[config.mk]
export PLATFORM = sky130hd
export DESIGN_NAME = occupancy_grid_arbiter
export DESIGN_NICKNAME = d
export VERILOG_FILES = /design/src/rtl/occupancy_grid_arbiter.sv
export SDC_FILE = /design/constraint.sdc
export NUM_CORES = 1
export LEC_CHECK = 0
export ABC_AREA = 0
export BUFFER_PORTS_ARGS = -buffer_cell sky130_fd_sc_hd__buf_2
export CORE_MARGIN = 2
export CORE_UTILIZATION = 46
export CTS_BUF_LIST = sky130_fd_sc_hd__clkbuf_4 sky130_fd_sc_hd__clkbuf_8 sky130_fd_sc_hd__clkbuf_16
export CTS_CLUSTER_DIAMETER = 200
export DETAILED_ROUTE_END_ITERATION = 8
export PLACE_DENSITY = 0.74
export RECOVER_POWER = 25
export SLEW_MARGIN = 20
export SYNTH_ARGS = -nofsm -noshare
export SYNTH_HDL_FRONTEND = slang
export SYNTH_SLANG_ARGS = --single-unit
[constraint.sdc]
create_clock -name clock -period 2.7 [get_ports clock]
set_input_delay 0.27 -clock clock [delete_from_list [all_inputs] [get_ports clock]]
set_output_delay 0.27 -clock clock [all_outputs]
set_load 0.02 [all_outputs]
[src/rtl/occupancy_grid_arbiter.sv]
// -----------------------------------------------------------------------------
// occupancy_grid_arbiter
//
// Owns the single-port occupancy grid RAM. Three clients share it:
//   - a full-grid zero sweep started by clear_start (from the control unit),
//   - log-odds read-modify-write updates from the Bresenham cell walker,
//   - host reads.
// Updates add LOG_ODDS_HIT (hit) or subtract LOG_ODDS_MISS (miss) with the
// result clamped to the signed CELL_WIDTH range.
//
// Ports
//   clock, reset          single rising-edge clock, synchronous active-high reset
//   clear_start           one-cycle pulse requesting a zero sweep
//   busy                  (state != IDLE) | clear_pending, feeds occupancy_busy
//   upd_valid/upd_ready   update request channel, upd_addr / upd_hit payload
//   rd_valid/rd_ready     read request channel, rd_addr payload
//   rd_data_valid/rd_data one-cycle pulse with the read cell; rd_data holds
//   mem_re/mem_we         RAM strobes (never both high); mem_rdata valid the
//   mem_addr/mem_wdata    cycle after mem_re
//   mem_rdata
//   stat_updates          (ARB_STATS_EN only) update writes since reset/clear
//   stat_saturations      (ARB_STATS_EN only) clamped updates since reset/clear
//   state_dbg             current FSM state encoding
//
// Build option: define ARB_STATS_EN to add the two statistics counters.
//
// Handshake: a request transfers on a rising edge where valid && ready.
// ready is only ever high in IDLE, only for the round-robin winner, only when
// no clear is pending or starting, and never depends on its own valid.
// -----------------------------------------------------------------------------
module occupancy_grid_arbiter #(
    parameter int ADDR_WIDTH    = 16,
    parameter int CELL_WIDTH    = 8,
    parameter int LOG_ODDS_HIT  = 4,
    parameter int LOG_ODDS_MISS = 1
) (
    input  logic                  clock,
    input  logic                  reset,
    input  logic                  clear_start,
    output logic                  busy,
    input  logic                  upd_valid,
    output logic                  upd_ready,
    input  logic [ADDR_WIDTH-1:0] upd_addr,
    input  logic                  upd_hit,
    input  logic                  rd_valid,
    output logic                  rd_ready,
    input  logic [ADDR_WIDTH-1:0] rd_addr,
    output logic                  rd_data_valid,
    output logic [CELL_WIDTH-1:0] rd_data,
    output logic                  mem_re,
    output logic                  mem_we,
    output logic [ADDR_WIDTH-1:0] mem_addr,
    output logic [CELL_WIDTH-1:0] mem_wdata,
    input  logic [CELL_WIDTH-1:0] mem_rdata,
`ifdef ARB_STATS_EN
    output logic [31:0]           stat_updates,
    output logic [15:0]           stat_saturations,
`endif
    output logic [2:0]            state_dbg
);

    typedef enum logic [2:0] {
        IDLE   = 3'd0,
        CLEAR  = 3'd1,
        U_RD   = 3'd2,
        U_WAIT = 3'd3,
        U_WR   = 3'd4,
        R_RD   = 3'd5,
        R_WAIT = 3'd6
    } state_t;

    // rr_last encoding: which requester won the most recent grant.
    localparam logic RR_RD  = 1'b0;
    localparam logic RR_UPD = 1'b1;

    localparam logic [ADDR_WIDTH-1:0] ADDR_ONE = ADDR_WIDTH'(1);
    localparam logic [CELL_WIDTH:0]   HIT_EXT  = (CELL_WIDTH+1)'(LOG_ODDS_HIT);
    localparam logic [CELL_WIDTH:0]   MISS_NEG = (CELL_WIDTH+1)'(-LOG_ODDS_MISS);
    localparam logic [CELL_WIDTH-1:0] CELL_MAX = {1'b0, {(CELL_WIDTH-1){1'b1}}};
    localparam logic [CELL_WIDTH-1:0] CELL_MIN = {1'b1, {(CELL_WIDTH-1){1'b0}}};

    state_t                  state, state_next;
    logic                    clear_pending, clear_pending_next;
    logic [ADDR_WIDTH-1:0]   clr_cnt, clr_cnt_next;
    logic                    rr_last, rr_last_next;
    logic                    upd_hit_q, upd_hit_q_next;

    logic                    mem_re_next, mem_we_next;
    logic [ADDR_WIDTH-1:0]   mem_addr_next;
    logic [CELL_WIDTH-1:0]   mem_wdata_next;
    logic                    rd_data_valid_next;
    logic [CELL_WIDTH-1:0]   rd_data_next;

`ifdef ARB_STATS_EN
    logic [31:0]             stat_updates_next;
    logic [15:0]             stat_saturations_next;
`endif

    logic                    clear_req;
    logic                    can_grant;
    logic                    upd_win, rd_win;
    logic                    upd_fire, rd_fire;

    logic [CELL_WIDTH:0]     cell_ext;
    logic [CELL_WIDTH:0]     delta_ext;
    logic [CELL_WIDTH:0]     sum_ext;
    logic                    upd_sat;
    logic [CELL_WIDTH-1:0]   upd_result;

    // ------------------------------------------------------------------------
    // Arbitration
    // ------------------------------------------------------------------------
    assign clear_req = clear_start | clear_pending;

    // Grants are withheld during reset so every output reads 0 while it is held.
    assign can_grant = (state == IDLE) && !clear_req && !reset;

    // With both requesters valid the one that did not win last time gets it;
    // with only one valid, that one wins. Each side looks only at the other's
    // valid so a ready never depends on its own valid.
    assign upd_win = !rd_valid  || (rr_last == RR_RD);
    assign rd_win  = !upd_valid || (rr_last == RR_UPD);

    assign upd_ready = can_grant && upd_win;
    assign rd_ready  = can_grant && rd_win;
    assign upd_fire  = upd_valid && upd_ready;
    assign rd_fire   = rd_valid && rd_ready;

    assign busy      = (state != IDLE) || clear_pending;
    assign state_dbg = state;

    // ------------------------------------------------------------------------
    // Saturating log-odds arithmetic
    // One extra bit of headroom makes the sum exact; overflow of the cell range
    // shows as disagreement between the top two bits of the wide sum.
    // ------------------------------------------------------------------------
    always_comb begin
        cell_ext   = {mem_rdata[CELL_WIDTH-1], mem_rdata};
        delta_ext  = upd_hit_q ? HIT_EXT : MISS_NEG;
        sum_ext    = cell_ext + delta_ext;
        upd_sat    = sum_ext[CELL_WIDTH] ^ sum_ext[CELL_WIDTH-1];
        upd_result = sum_ext[CELL_WIDTH-1:0];
        if (upd_sat) begin
            upd_result = sum_ext[CELL_WIDTH] ? CELL_MIN : CELL_MAX;
        end
    end

    // ------------------------------------------------------------------------
    // Next-state and registered-output logic
    // ------------------------------------------------------------------------
    always_comb begin
        state_next         = state;
        clear_pending_next = clear_pending;
        clr_cnt_next       = clr_cnt;
        rr_last_next       = rr_last;
        upd_hit_q_next     = upd_hit_q;
        mem_re_next        = 1'b0;
        mem_we_next        = 1'b0;
        mem_addr_next      = mem_addr;
        mem_wdata_next     = mem_wdata;
        rd_data_valid_next = 1'b0;
        rd_data_next       = rd_data;
`ifdef ARB_STATS_EN
        stat_updates_next     = stat_updates;
        stat_saturations_next = stat_saturations;
`endif

        // A clear request that arrives mid-operation is remembered; one that
        // arrives during a sweep is redundant and dropped.
        if (clear_start && (state != IDLE) && (state != CLEAR)) begin
            clear_pending_next = 1'b1;
        end

        case (state)
            IDLE: begin
                if (clear_req) begin
                    state_next         = CLEAR;
                    clear_pending_next = 1'b0;
                    mem_we_next        = 1'b1;
                    mem_addr_next      = clr_cnt;
                    mem_wdata_next     = '0;
`ifdef ARB_STATS_EN
                    stat_updates_next     = '0;
                    stat_saturations_next = '0;
`endif
                end else if (upd_fire) begin
                    state_next     = U_RD;
                    mem_re_next    = 1'b1;
                    mem_addr_next  = upd_addr;
                    upd_hit_q_next = upd_hit;
                    rr_last_next   = RR_UPD;
                end else if (rd_fire) begin
                    state_next    = R_RD;
                    mem_re_next   = 1'b1;
                    mem_addr_next = rd_addr;
                    rr_last_next  = RR_RD;
                end
            end

            CLEAR: begin
                // clr_cnt tracks the address on the port this cycle and wraps
                // back to 0 after the last cell.
                clr_cnt_next = clr_cnt + ADDR_ONE;
                if (clr_cnt == '1) begin
                    state_next = IDLE;
                end else begin
                    mem_we_next    = 1'b1;
                    mem_addr_next  = clr_cnt + ADDR_ONE;
                    mem_wdata_next = '0;
                end
            end

            U_RD: begin
                state_next = U_WAIT;
            end

            U_WAIT: begin
                // mem_rdata is valid now; the clamped result goes straight out
                // as the write data of the next cycle, same address.
                state_next     = U_WR;
                mem_we_next    = 1'b1;
                mem_wdata_next = upd_result;
`ifdef ARB_STATS_EN
                if (stat_updates != '1) begin
                    stat_updates_next = stat_updates + 32'd1;
                end
                if (upd_sat && (stat_saturations != '1)) begin
                    stat_saturations_next = stat_saturations + 16'd1;
                end
`endif
            end

            U_WR: begin
                state_next = IDLE;
            end

            R_RD: begin
                state_next = R_WAIT;
            end

            R_WAIT: begin
                state_next         = IDLE;
                rd_data_valid_next = 1'b1;
                rd_data_next       = mem_rdata;
            end

            default: begin
                state_next = IDLE;
            end
        endcase
    end

    always_ff @(posedge clock) begin
        if (reset) begin
            state         <= IDLE;
            clear_pending <= 1'b0;
            clr_cnt       <= '0;
            rr_last       <= RR_RD;
            upd_hit_q     <= 1'b0;
            mem_re        <= 1'b0;
            mem_we        <= 1'b0;
            mem_addr      <= '0;
            mem_wdata     <= '0;
            rd_data_valid <= 1'b0;
            rd_data       <= '0;
`ifdef ARB_STATS_EN
            stat_updates     <= '0;
            stat_saturations <= '0;
`endif
        end else begin
            state         <= state_next;
            clear_pending <= clear_pending_next;
            clr_cnt       <= clr_cnt_next;
            rr_last       <= rr_last_next;
            upd_hit_q     <= upd_hit_q_next;
            mem_re        <= mem_re_next;
            mem_we        <= mem_we_next;
            mem_addr      <= mem_addr_next;
            mem_wdata     <= mem_wdata_next;
            rd_data_valid <= rd_data_valid_next;
            rd_data       <= rd_data_next;
`ifdef ARB_STATS_EN
            stat_updates     <= stat_updates_next;
            stat_saturations <= stat_saturations_next;
`endif
        end
    end

endmodule

==> results.rst, run 1 <==
.. list-table::
   :header-rows: 1

   * - Metric
     - Value
   * - Result of the run
     - complete, no violations
   * - Site row count
     - 30
   * - Top cells by area, synth
     - sky130_fd_sc_hd__dfxtp_1 35%, sky130_fd_sc_hd__nand2_1 5.9%, sky130_fd_sc_hd__xnor2_1 4.3%, sky130_fd_sc_hd__nor2_1 3.8%, sky130_fd_sc_hd__a221oi_1 3.8%
   * - Synth Warn #
     - 0
   * - Total length of routed met3 wires
     - 672 um
   * - Dpl hpwl
     - 6178 um
   * - Post-cts hold buffer count
     - 0
   * - Largest net degree at the start of global routing
     - 42
   * - Number of synthesized register bits
     - 57
   * - Path type of the worst setup path
     - reg -> reg
   * - Via density
     - 5.655
   * - Worst reg2reg path startpoint
     - upd_hit_q
   * - Start point of the worst hold path
     - reset
   * - Fin worst setup slack
     - 180.5 ps
   * - Worst vdd ir
     - 0.2759 mV
   * - Post-route non-filler standard cell count
     - 557
   * - Library cell occupying the most area in the post-synthesis netlist
     - sky130_fd_sc_hd__dfxtp_1
   * - Hold Path Class
     - in -> reg
   * - First-pass GRT wire length
     - 13890 um
   * - Pre-CTS setup slack
     - 210.0 ps
   * - Routed wire length
     - 8731 um
   * - Filler cell count in the final layout
     - 643
   * - Core region area
     - 6794 um2
   * - Instance count of the mapped netlist
     - 379
   * - Worst hold slack
     - 176.3 ps
   * - Max Clk Rate
     - 396.9 MHz
   * - Worst Reg-to-Reg Cells
     - 9
   * - Setup skew after layout
     - 9.547 ps
   * - Clock insertion delay at the later pin of the skew report
     - 340 ps
   * - Top post-synthesis cells by count
     - 57 x sky130_fd_sc_hd__dfxtp_1, 51 x sky130_fd_sc_hd__nand2_1, 33 x sky130_fd_sc_hd__nor2_1
   * - Antenna cell count
     - 0
   * - Proportion of netlist area held by the largest area contributor
     - 35.25%
   * - Final Hold Vio Count
     - 0
   * - Port bufs
     - 86
   * - GPL Wtd Cong
     - 0.8713
   * - DRT met1 WL
     - 3970 um
   * - Prevailing post-synth register cell
     - sky130_fd_sc_hd__dfxtp_1
   * - Top-Level Pins
     - 87
   * - GR Util All Layers
     - 23.20%
   * - Met2 Wirelength
     - 3936 um
   * - Average wire per cell in the routed design
     - 15.68 um
   * - Finish-stage setup viols
     - 0
   * - Hold worst-path end
     - rr_last
   * - Die outline width
     - 87.89 um
   * - Worst-path clk slew
     - 70 ps
   * - Unrepaired setup endpoints after global routing
     - false
   * - TritonCTS buffer count
     - 9
   * - Kind of launch point of the worst setup path
     - flip-flop
   * - Maximum buffer depth of the clock tree
     - 2
   * - Area overhead of the layout relative to synthesis
     - 19.79%
   * - Die height
     - 87.89 um
   * - Final period utilization
     - 93.31%
   * - Grt ovf
     - 0
   * - Count of flip-flops with a built-in enable after synthesis
     - 0
   * - Total Power
     - 2.464 mW
   * - Mean Syn Cell Area
     - 8.541 um2
   * - Quantity of gates resized following cts
     - 0
   * - Vias
     - 3150
   * - TritonCTS sink count
     - 57
   * - Worst Max-Slew Pin Slew
     - 786.1 ps
   * - Number of DRC markers after the initial detailed-route iteration
     - 204
   * - Cell depth of the worst min-delay path
     - 2
   * - CTS HTree Levels
     - 3
   * - DRC Markers
     - 0
   * - Antenna violations before repair
     - 0
   * - Most used standard cell by instance count after synthesis
     - sky130_fd_sc_hd__dfxtp_1
   * - Initial Utilization
     - 47.64%
   * - Post-CTS setup buffer count
     - 0
   * - Number of nets with antenna violations after routing
     - 0
   * - Data required time of the worst path
     - 2920 ps
   * - Number of global-route vias before repair
     - 2863
   * - Number of maximum-capacitance violations
     - 0
   * - Largest fanout on the critical path
     - 7
   * - Sequential cell area fraction in the yosys report
     - 35.25%
   * - Clock root buffer
     - sky130_fd_sc_hd__clkbuf_8
   * - Final critical-path required period
     - 2519 ps
   * - Uppermost layer routed
     - met4
   * - Layout net count
     - 513
   * - CTS tree
     - done
   * - TritonRoute pass-1 iters
     - 5
   * - Post-synth cell types
     - 59
   * - Flop2flop setup slack
     - 180 ps
   * - Combined area of all synthesized cells
     - 3237 um2
   * - Number of cells in the design after placement
     - 543
   * - Data arrival time of the critical path
     - 2740 ps
   * - Leakage power
     - 1.541 nW
   * - Share of layout cells above drive strength 1
     - 23.21%
   * - Remaining max-slew budget at the tightest pin
     - 47.59%
   * - Power per cell area
     - 635.5 nW/um2
   * - Critical register-to-register path endpoint
     - mem_wdata[2]
   * - Area of the die
     - 7724 um2
   * - Max-slew violation count
     - 0
   * - Net count after synthesis
     - 434
   * - Crit path capture type
     - flip-flop
   * - Setup TNS Final
     - 0 ps
   * - Asr flop ratio synth
     - 0%
## logic make-up (layout without fill, tap and decap cells)
| logic type | count (synthesis) | in the layout | synth area share, % |
|---|---|---|---|
| flip-flops | 57 | 57 | 35.25 |
| multiplexers | 1 | 1 | 0.3093 |
| AND/OR/NAND/NOR | 139 | 139 | 21.65 |
| XOR/XNOR | 30 | 30 | 8.117 |
| AO/OA/AOI/OAI | 103 | 103 | 24.93 |
| buffers and inverters | 40 | 122 | 6.030 |
| adder cells (fa/ha/maj) | 9 | 9 | 3.711 |
## worst max path at each step
stage,startpoint,to,slack (ps),depth (start not counted)
5_1_grt,upd_hit_q,mem_wdata[4],40,9
4_1_cts,upd_hit_q,mem_wdata[2],150,9
3_5_place_dp,upd_hit_q,mem_wdata[4],210,9
2_1_floorplan,upd_hit_q,mem_wdata[0],460,10
6_report,upd_hit_q,mem_wdata[2],180,9
3_3_place_gp,upd_hit_q,mem_wdata[3],330,9
## where the power goes
part	switching, mW	internal (mW)	total (mW)	leakage [nW]
Combinational	0.477	0.298	0.775	0.991
Clock	0.349	0.369	0.718	0.0871
Sequential	0.0506	0.920	0.970	0.463
Total	0.877	1.59	2.46	1.54
## sequential cells by signal (all words and copies together) (netlist names), 3 cells and up
register and flops:
clr_cnt 16, mem_addr 16, mem_wdata 8, rd_data 8, state_dbg 3
## layout make-up
class / instances / area [um2] / area share [%]
sequential: 57 / 1141 / 29.43
timing repair buffer: 99 / 495.5 / 12.78
multi-input combinational: 282 / 1918 / 49.47
clock inverter: 3 / 17.52 / 0.4518
clock buffer: 11 / 151.4 / 3.904
tap: 96 / 120.1 / 3.098
inverter: 9 / 33.78 / 0.8712
## critical path, stage by stage (launching register included)
cell	delay, ps
sky130_fd_sc_hd__dfxtp_1	390
sky130_fd_sc_hd__inv_1	170
sky130_fd_sc_hd__ha_1	240
sky130_fd_sc_hd__inv_1	70
sky130_fd_sc_hd__fa_1	210
sky130_fd_sc_hd__nand2b_1	120
sky130_fd_sc_hd__a2111oi_4	410
sky130_fd_sc_hd__o31ai_1	170
sky130_fd_sc_hd__o21a_1	300
sky130_fd_sc_hd__a221o_1	330
## metal layers
metal / track usage (%) / up-vias
met5: 0 / -
met2: 34.23 / 123
met4: 8.951 / 0
li1: - / 1543
met3: 5.938 / 14
met1: 32.50 / 1470
## per-stage QoR
stage	utilization (%)	area [um2]
floorplan	-	3237
global placement	54.88	3729
detailed placement	54.88	3729
CTS	57.37	3897
global route	57.07	3877
finish	57.07	3877
## cells in the final DEF, fill, tap and decap left out, drive strengths merged, types with 5 or more instances in the layout
cell	synthesis	routed
xnor2	16	16
nor3	11	11
nand3	9	9
nor2	34	34
inv	8	8
ha	8	8
nand2b	5	5
nand2	51	51
a21oi	22	22
o21ai	6	6
dfxtp	57	57
a221o	6	6
o21a	6	6
nand4	9	9
a22oi	12	12
nor4	6	6
clkbuf	14	35
xor2	14	14
a221oi	14	14
buf	17	75
a22o	11	11
(Power assumes the default switching activity.)
==> run 2, diff against run 1 <==
- REMOVE_ABC_BUFFERS: unset -> 1
==> results.rst, run 2 (synthesis gave the netlist of run 1 again) <==
.. list-table::
   :header-rows: 1

   * - Metric
     - Value
   * - Cell depth of the worst min-delay path
     - 3
   * - Setup TNS Final
     - 0 ps
   * - Setup skew after layout
     - 9.401 ps
   * - Worst Reg-to-Reg Cells
     - 7
   * - Max-slew violation count
     - 0
   * - Finish-stage setup viols
     - 0
   * - GR Util All Layers
     - 23.25%
   * - Core region area
     - 6794 um2
   * - Data required time of the worst path
     - 2980 ps
   * - Worst vdd ir
     - 0.2758 mV
   * - Path type of the worst setup path
     - reg -> reg
   * - Most frequent standard cell in the layout excluding fill and tap cells
     - sky130_fd_sc_hd__buf_2
   * - Kind of launch point of the worst setup path
     - flip-flop
   * - Worst reg2reg path startpoint
     - upd_hit_q
   * - Vias
     - 3110
   * - Number of global-route vias before repair
     - 2898
   * - Largest fanout on the critical path
     - 7
   * - Flop2flop setup slack
     - 190 ps
   * - Leakage power
     - 1.551 nW
   * - Power per cell area
     - 655.4 nW/um2
   * - Crit path buf inv count
     - 1
   * - Result of the run
     - complete, no violations
   * - Final period utilization
     - 92.80%
   * - Number of maximum-capacitance violations
     - 0
   * - Final Hold Vio Count
     - 0
   * - Max Clk Rate
     - 399.1 MHz
   * - Area of the die
     - 7724 um2
   * - Cell with the biggest individual delay on the critical path
     - sky130_fd_sc_hd__o311ai_0
   * - Critical path's largest stage delay
     - 620 ps
   * - Data arrival time of the critical path
     - 2790 ps
   * - Part of the total power dissipated in combinational logic
     - 29.2%
   * - Worst hold slack
     - 182.9 ps
   * - Net switching share of the total power
     - 33.75%
   * - Site row count
     - 30
   * - Antenna cell count
     - 0
   * - Worst-path clk slew
     - 60 ps
   * - Cell Chain, Critical Path
     - inv_1, ha_1, nand2_1, o21a_1, o311ai_0, and3_1, a221o_1
   * - Clock root buffer
     - sky130_fd_sc_hd__clkbuf_8
   * - Unrepaired setup endpoints after global routing
     - false
   * - Initial Utilization
     - 47.64%
   * - DRC Markers
     - 0
   * - Layout net count
     - 510
   * - Clock insertion delay at the later pin of the skew report
     - 340 ps
   * - Largest net degree at the start of global routing
     - 42
   * - Via density
     - 5.594
   * - Number of cells in the design after placement
     - 540
   * - Top library cells by usage in the layout, fill and taps aside
     - 63 x sky130_fd_sc_hd__buf_2, 57 x sky130_fd_sc_hd__dfxtp_1, 51 x sky130_fd_sc_hd__nand2_1, 33 x sky130_fd_sc_hd__nor2_1, 23 x sky130_fd_sc_hd__clkbuf_1
   * - CTS HTree Levels
     - 3
   * - GPL Wtd Cong
     - 0.8462
   * - First-pass GRT wire length
     - 13970 um
   * - Share of layout cells above drive strength 1
     - 23.26%
   * - Top-Level Pins
     - 87
   * - Port bufs
     - 86
   * - Hold worst-path end
     - upd_hit_q
   * - Grt ovf
     - 0
   * - TritonCTS buffer count
     - 9
   * - Average wire per cell in the routed design
     - 15.27 um
   * - Critical register-to-register path endpoint
     - mem_wdata[2]
   * - Post-route non-filler standard cell count
     - 556
   * - Number of DRC markers after the initial detailed-route iteration
     - 166
   * - Number of nets with antenna violations after routing
     - 0
   * - Hold Path Class
     - in -> reg
   * - Maximum buffer depth of the clock tree
     - 2
   * - Largest registers
     - clr_cnt (16), mem_addr (16)
   * - Sequential share of power
     - 38.6%
   * - P_int
     - 1.689 mW
   * - Start point of the worst hold path
     - upd_hit
   * - Die outline width
     - 87.89 um
   * - Top cell family by delay on the critical path
     - compound AO/OA/AOI/OAI gates
   * - TritonCTS sink count
     - 57
   * - Post-CTS setup buffer count
     - 0
   * - Routed wire length
     - 8491 um
   * - Dpl hpwl
     - 6045 um
   * - Antenna violations before repair
     - 0
   * - P_sw
     - 0.8604 mW
   * - Final critical-path required period
     - 2505 ps
   * - CTS tree
     - done
   * - Crit path capture type
     - flip-flop
   * - Area overhead of the layout relative to synthesis
     - 20.18%
   * - Portion of total power attributed to the clock network
     - 32.2%
   * - Die height
     - 87.89 um
   * - Worst Max-Slew Pin Slew
     - 721.0 ps
   * - TritonRoute pass-1 iters
     - 4
   * - Remaining max-slew budget at the tightest pin
     - 51.32%
## run 2: layout make-up
class | count | area, um2
clock buffer | 13 | 160.2
clock inverter | 3 | 40.04
fill | 635 | 2904
inverter | 9 | 33.78
multi-input combinational | 282 | 1918
sequential | 57 | 1141
tap | 96 | 120.1
timing repair buffer | 96 | 476.7
## run 2: through the flow
step	power (mW)	utilization, %	setup WS, ps	area, um2
after floorplan	1.489	-	-1049	3075
after global placement	1.732	54.55	306.5	3706
after detailed placement	1.752	54.55	221.0	3706
after CTS	2.568	57.50	190.7	3906
after global routing	2.697	57.26	21.32	3890
final	2.550	57.26	194.5	3890
## run 2: worst max path at each step
stage | start | endpoint | cells after the start
after CTS | upd_hit_q | mem_wdata[2] | 9
after detailed placement | upd_hit_q | mem_wdata[2] | 9
after global placement | upd_hit_q | mem_wdata[1] | 9
after floorplan | state_dbg[0] | mem_addr[15] | 4
after global routing | upd_hit_q | mem_wdata[2] | 7
final | upd_hit_q | mem_wdata[2] | 7
## run 2: per-layer routing
layer	GRT usage, %	part of all wire (%)	vias up
li1	-	-	1541
met1	31.74	46	1461
met2	34.99	46	97
met3	7.352	6.2	11
met4	7.413	1.7	0
met5	0	0	-
## run 2: tightest hold or removal path, delay by kind of cell
family	cells	cell delay [ps]
buffers and inverters	1	100
and+or+nand+nor	1	50
AOI/OAI and AO/OA	1	50
## run 2: repair_timing
action	CTS	global route
hold buffers	0	0
endpoints found under the setup margin	0	2
gates resized for setup	0	1
## run 2: power groups by stage
| stage | logic [mW] | clock network [mW] | registers [mW] |
|---|---|---|---|
| 6_report | 0.744 | 0.821 | 0.985 |
| 3_5_place_dp | 0.753 | 0 | 0.999 |
| 3_3_place_gp | 0.735 | 0 | 0.997 |
| 5_1_grt | 0.819 | 0.882 | 0.996 |
| 2_1_floorplan | 0.406 | 0 | 1.08 |
| 4_1_cts | 0.754 | 0.832 | 0.982 |
==> run 3, diff against run 2 <==
- CAP_MARGIN: unset -> 20
- CELL_PAD_IN_SITES_DETAIL_PLACEMENT: unset -> 1
- CELL_PAD_IN_SITES_GLOBAL_PLACEMENT: unset -> 1
- CORE_UTILIZATION: 46 -> 39
- PLACE_DENSITY: 0.74 -> 0.83
==> results.rst, run 3 (synthesis gave the netlist of run 1 again) <==
.. list-table::
   :header-rows: 1

   * - Metric
     - Value
   * - Flop2flop setup slack
     - 170 ps
   * - Maximum buffer depth of the clock tree
     - 2
   * - Area overhead of the layout relative to synthesis
     - 23.19%
   * - Antenna violations before repair
     - 0
   * - Final period utilization
     - 93.60%
   * - Area taken by multi-input logic gates
     - 1918 um2
   * - Average wire per cell in the routed design
     - 17.83 um
   * - Largest registers
     - clr_cnt (16), mem_addr (16)
   * - Critical Path Most Common Cell
     - sky130_fd_sc_hd__inv_1
   * - Clock insertion delay at the later pin of the skew report
     - 350 ps
   * - Data arrival time of the critical path
     - 2820 ps
   * - Kind of launch point of the worst setup path
     - flip-flop
   * - Seq. cell area
     - 1141 um2
   * - Number of nets with antenna violations after routing
     - 0
   * - Site row count
     - 33
   * - Crit path capture type
     - flip-flop
   * - Cell with the biggest individual delay on the critical path
     - sky130_fd_sc_hd__o31ai_1
   * - Share of layout cells above drive strength 1
     - 23.38%
   * - Layout net count
     - 512
   * - Final critical-path required period
     - 2527 ps
   * - Top cell family by delay on the critical path
     - compound AO/OA/AOI/OAI gates
   * - Worst-path clk slew
     - 80 ps
   * - First-pass GRT wire length
     - 15900 um
   * - Dpl hpwl
     - 7270 um
   * - Setup TNS Final
     - 0 ps
   * - Final Hold Vio Count
     - 0
   * - Via density
     - 5.683
   * - TritonCTS buffer count
     - 9
   * - Routed wire length
     - 10110 um
   * - Max-slew violation count
     - 0
   * - CTS HTree Levels
     - 3
   * - Leakage power
     - 1.579 nW
   * - Number of DRC markers after the initial detailed-route iteration
     - 168
   * - Largest net degree at the start of global routing
     - 42
   * - Crit path buf inv count
     - 2
   * - Vias
     - 3222
   * - Antenna cell count
     - 0
   * - CTS tree
     - done
   * - Core region area
     - 8134 um2
   * - Power per cell area
     - 706.7 nW/um2
   * - Critical path's largest stage delay
     - 430 ps
   * - Cell Chain, Critical Path
     - inv_1, ha_1, inv_1, fa_1, nand2b_1, a2111oi_4, o31ai_1, and3_1, a221o_1
   * - Die height
     - 95.10 um
   * - Worst Max-Slew Pin Slew
     - 637.5 ps
   * - Clock root buffer
     - sky130_fd_sc_hd__clkbuf_8
   * - Area of the die
     - 9044 um2
   * - Total Power
     - 2.818 mW
   * - TritonRoute pass-1 iters
     - 5
   * - Largest fanout on the critical path
     - 7
   * - DRC Markers
     - 0
   * - Result of the run
     - complete, no violations
   * - Top library cells by usage in the layout, fill and taps aside
     - 62 x sky130_fd_sc_hd__buf_2, 57 x sky130_fd_sc_hd__dfxtp_1, 51 x sky130_fd_sc_hd__nand2_1, 33 x sky130_fd_sc_hd__nor2_1, 24 x sky130_fd_sc_hd__clkbuf_1
   * - Post-cts hold buffer count
     - 0
   * - TritonCTS sink count
     - 57
   * - Grt ovf
     - 0
   * - Finish-stage setup viols
     - 0
   * - GPL Wtd Cong
     - 0.7808
   * - GR Util All Layers
     - 22.44%
   * - Hold Path Class
     - in -> reg
   * - Initial Utilization
     - 39.79%
   * - Die outline width
     - 95.10 um
   * - Port bufs
     - 86
   * - Number of maximum-capacitance violations
     - 0
   * - Setup skew after layout
     - 11.01 ps
   * - Data required time of the worst path
     - 2990 ps
   * - Unrepaired setup endpoints after global routing
     - false
   * - Max Clk Rate
     - 395.7 MHz
   * - Path type of the worst setup path
     - reg -> reg
   * - Worst vdd ir
     - 0.2505 mV
   * - Post-Route Utilization
     - 49.02%
   * - Top-Level Pins
     - 87
   * - Most frequent standard cell in the layout excluding fill and tap cells
     - sky130_fd_sc_hd__buf_2
   * - Remaining max-slew budget at the tightest pin
     - 57.41%
   * - Filler cell count in the final layout
     - 1000
   * - Number of global-route vias before repair
     - 3181
[run 3: repair_timing]
| item | CTS | global route |
|---|---|---|
| resized for setup | 0 | 2 |
| endpoints found under the setup margin | 0 | 6 |
| buffers inserted | 0 | 0 |
[run 3: per-stage QoR]
stage / hold slack [ps] / worst slack, ps / cells / cell area, um2
after global placement: 441.4 / 320.9 / 551 / 3757
after detailed placement: 451.2 / 189.2 / 551 / 3757
after CTS: 198.1 / 142.3 / 567 / 4005
final: 203.0 / 172.8 / 567 / 3988
after global routing: 209.5 / 0.3517 / 567 / 3988
after floorplan: 339.1 / -1049 / 348 / 3075
[run 3: worst paths after layout]
kind | start | endpoint | depth (start not counted)
setup / recovery | upd_hit_q | mem_wdata[3] | 9
hold reg to reg | rd_data[4] | rd_data[4] | 2
hold / removal | mem_rdata[4] | rd_data[4] | 3
setup reg to reg | upd_hit_q | mem_wdata[3] | 9
[run 3: where the power goes]
group | switching (mW) | internal, mW
clock network | 0.375 | 0.647
registers | 0.0560 | 0.920
logic | 0.506 | 0.314
[run 3: cell type report]
type,count,area share (%)
inverter,9,0.8472
timing repair buffer,98,12.93
sequential,57,28.62
tap,105,3.295
clock inverter,5,2.573
multi-input combinational,282,48.10
clock buffer,11,3.640
[run 3: tightest hold or removal path: stages]
cell and delay (ps):
sky130_fd_sc_hd__buf_2 110, sky130_fd_sc_hd__nand3_1 60, sky130_fd_sc_hd__a21oi_1 50
[run 3: per-layer routing]
| layer | track usage, % | routed length [um] |
|---|---|---|
| met3 | 3.399 | 357 |
| met5 | 0 | 0 |
| met4 | 7.729 | 122 |
| met1 | 29.39 | 4640 |
| met2 | 37.56 | 4990 |
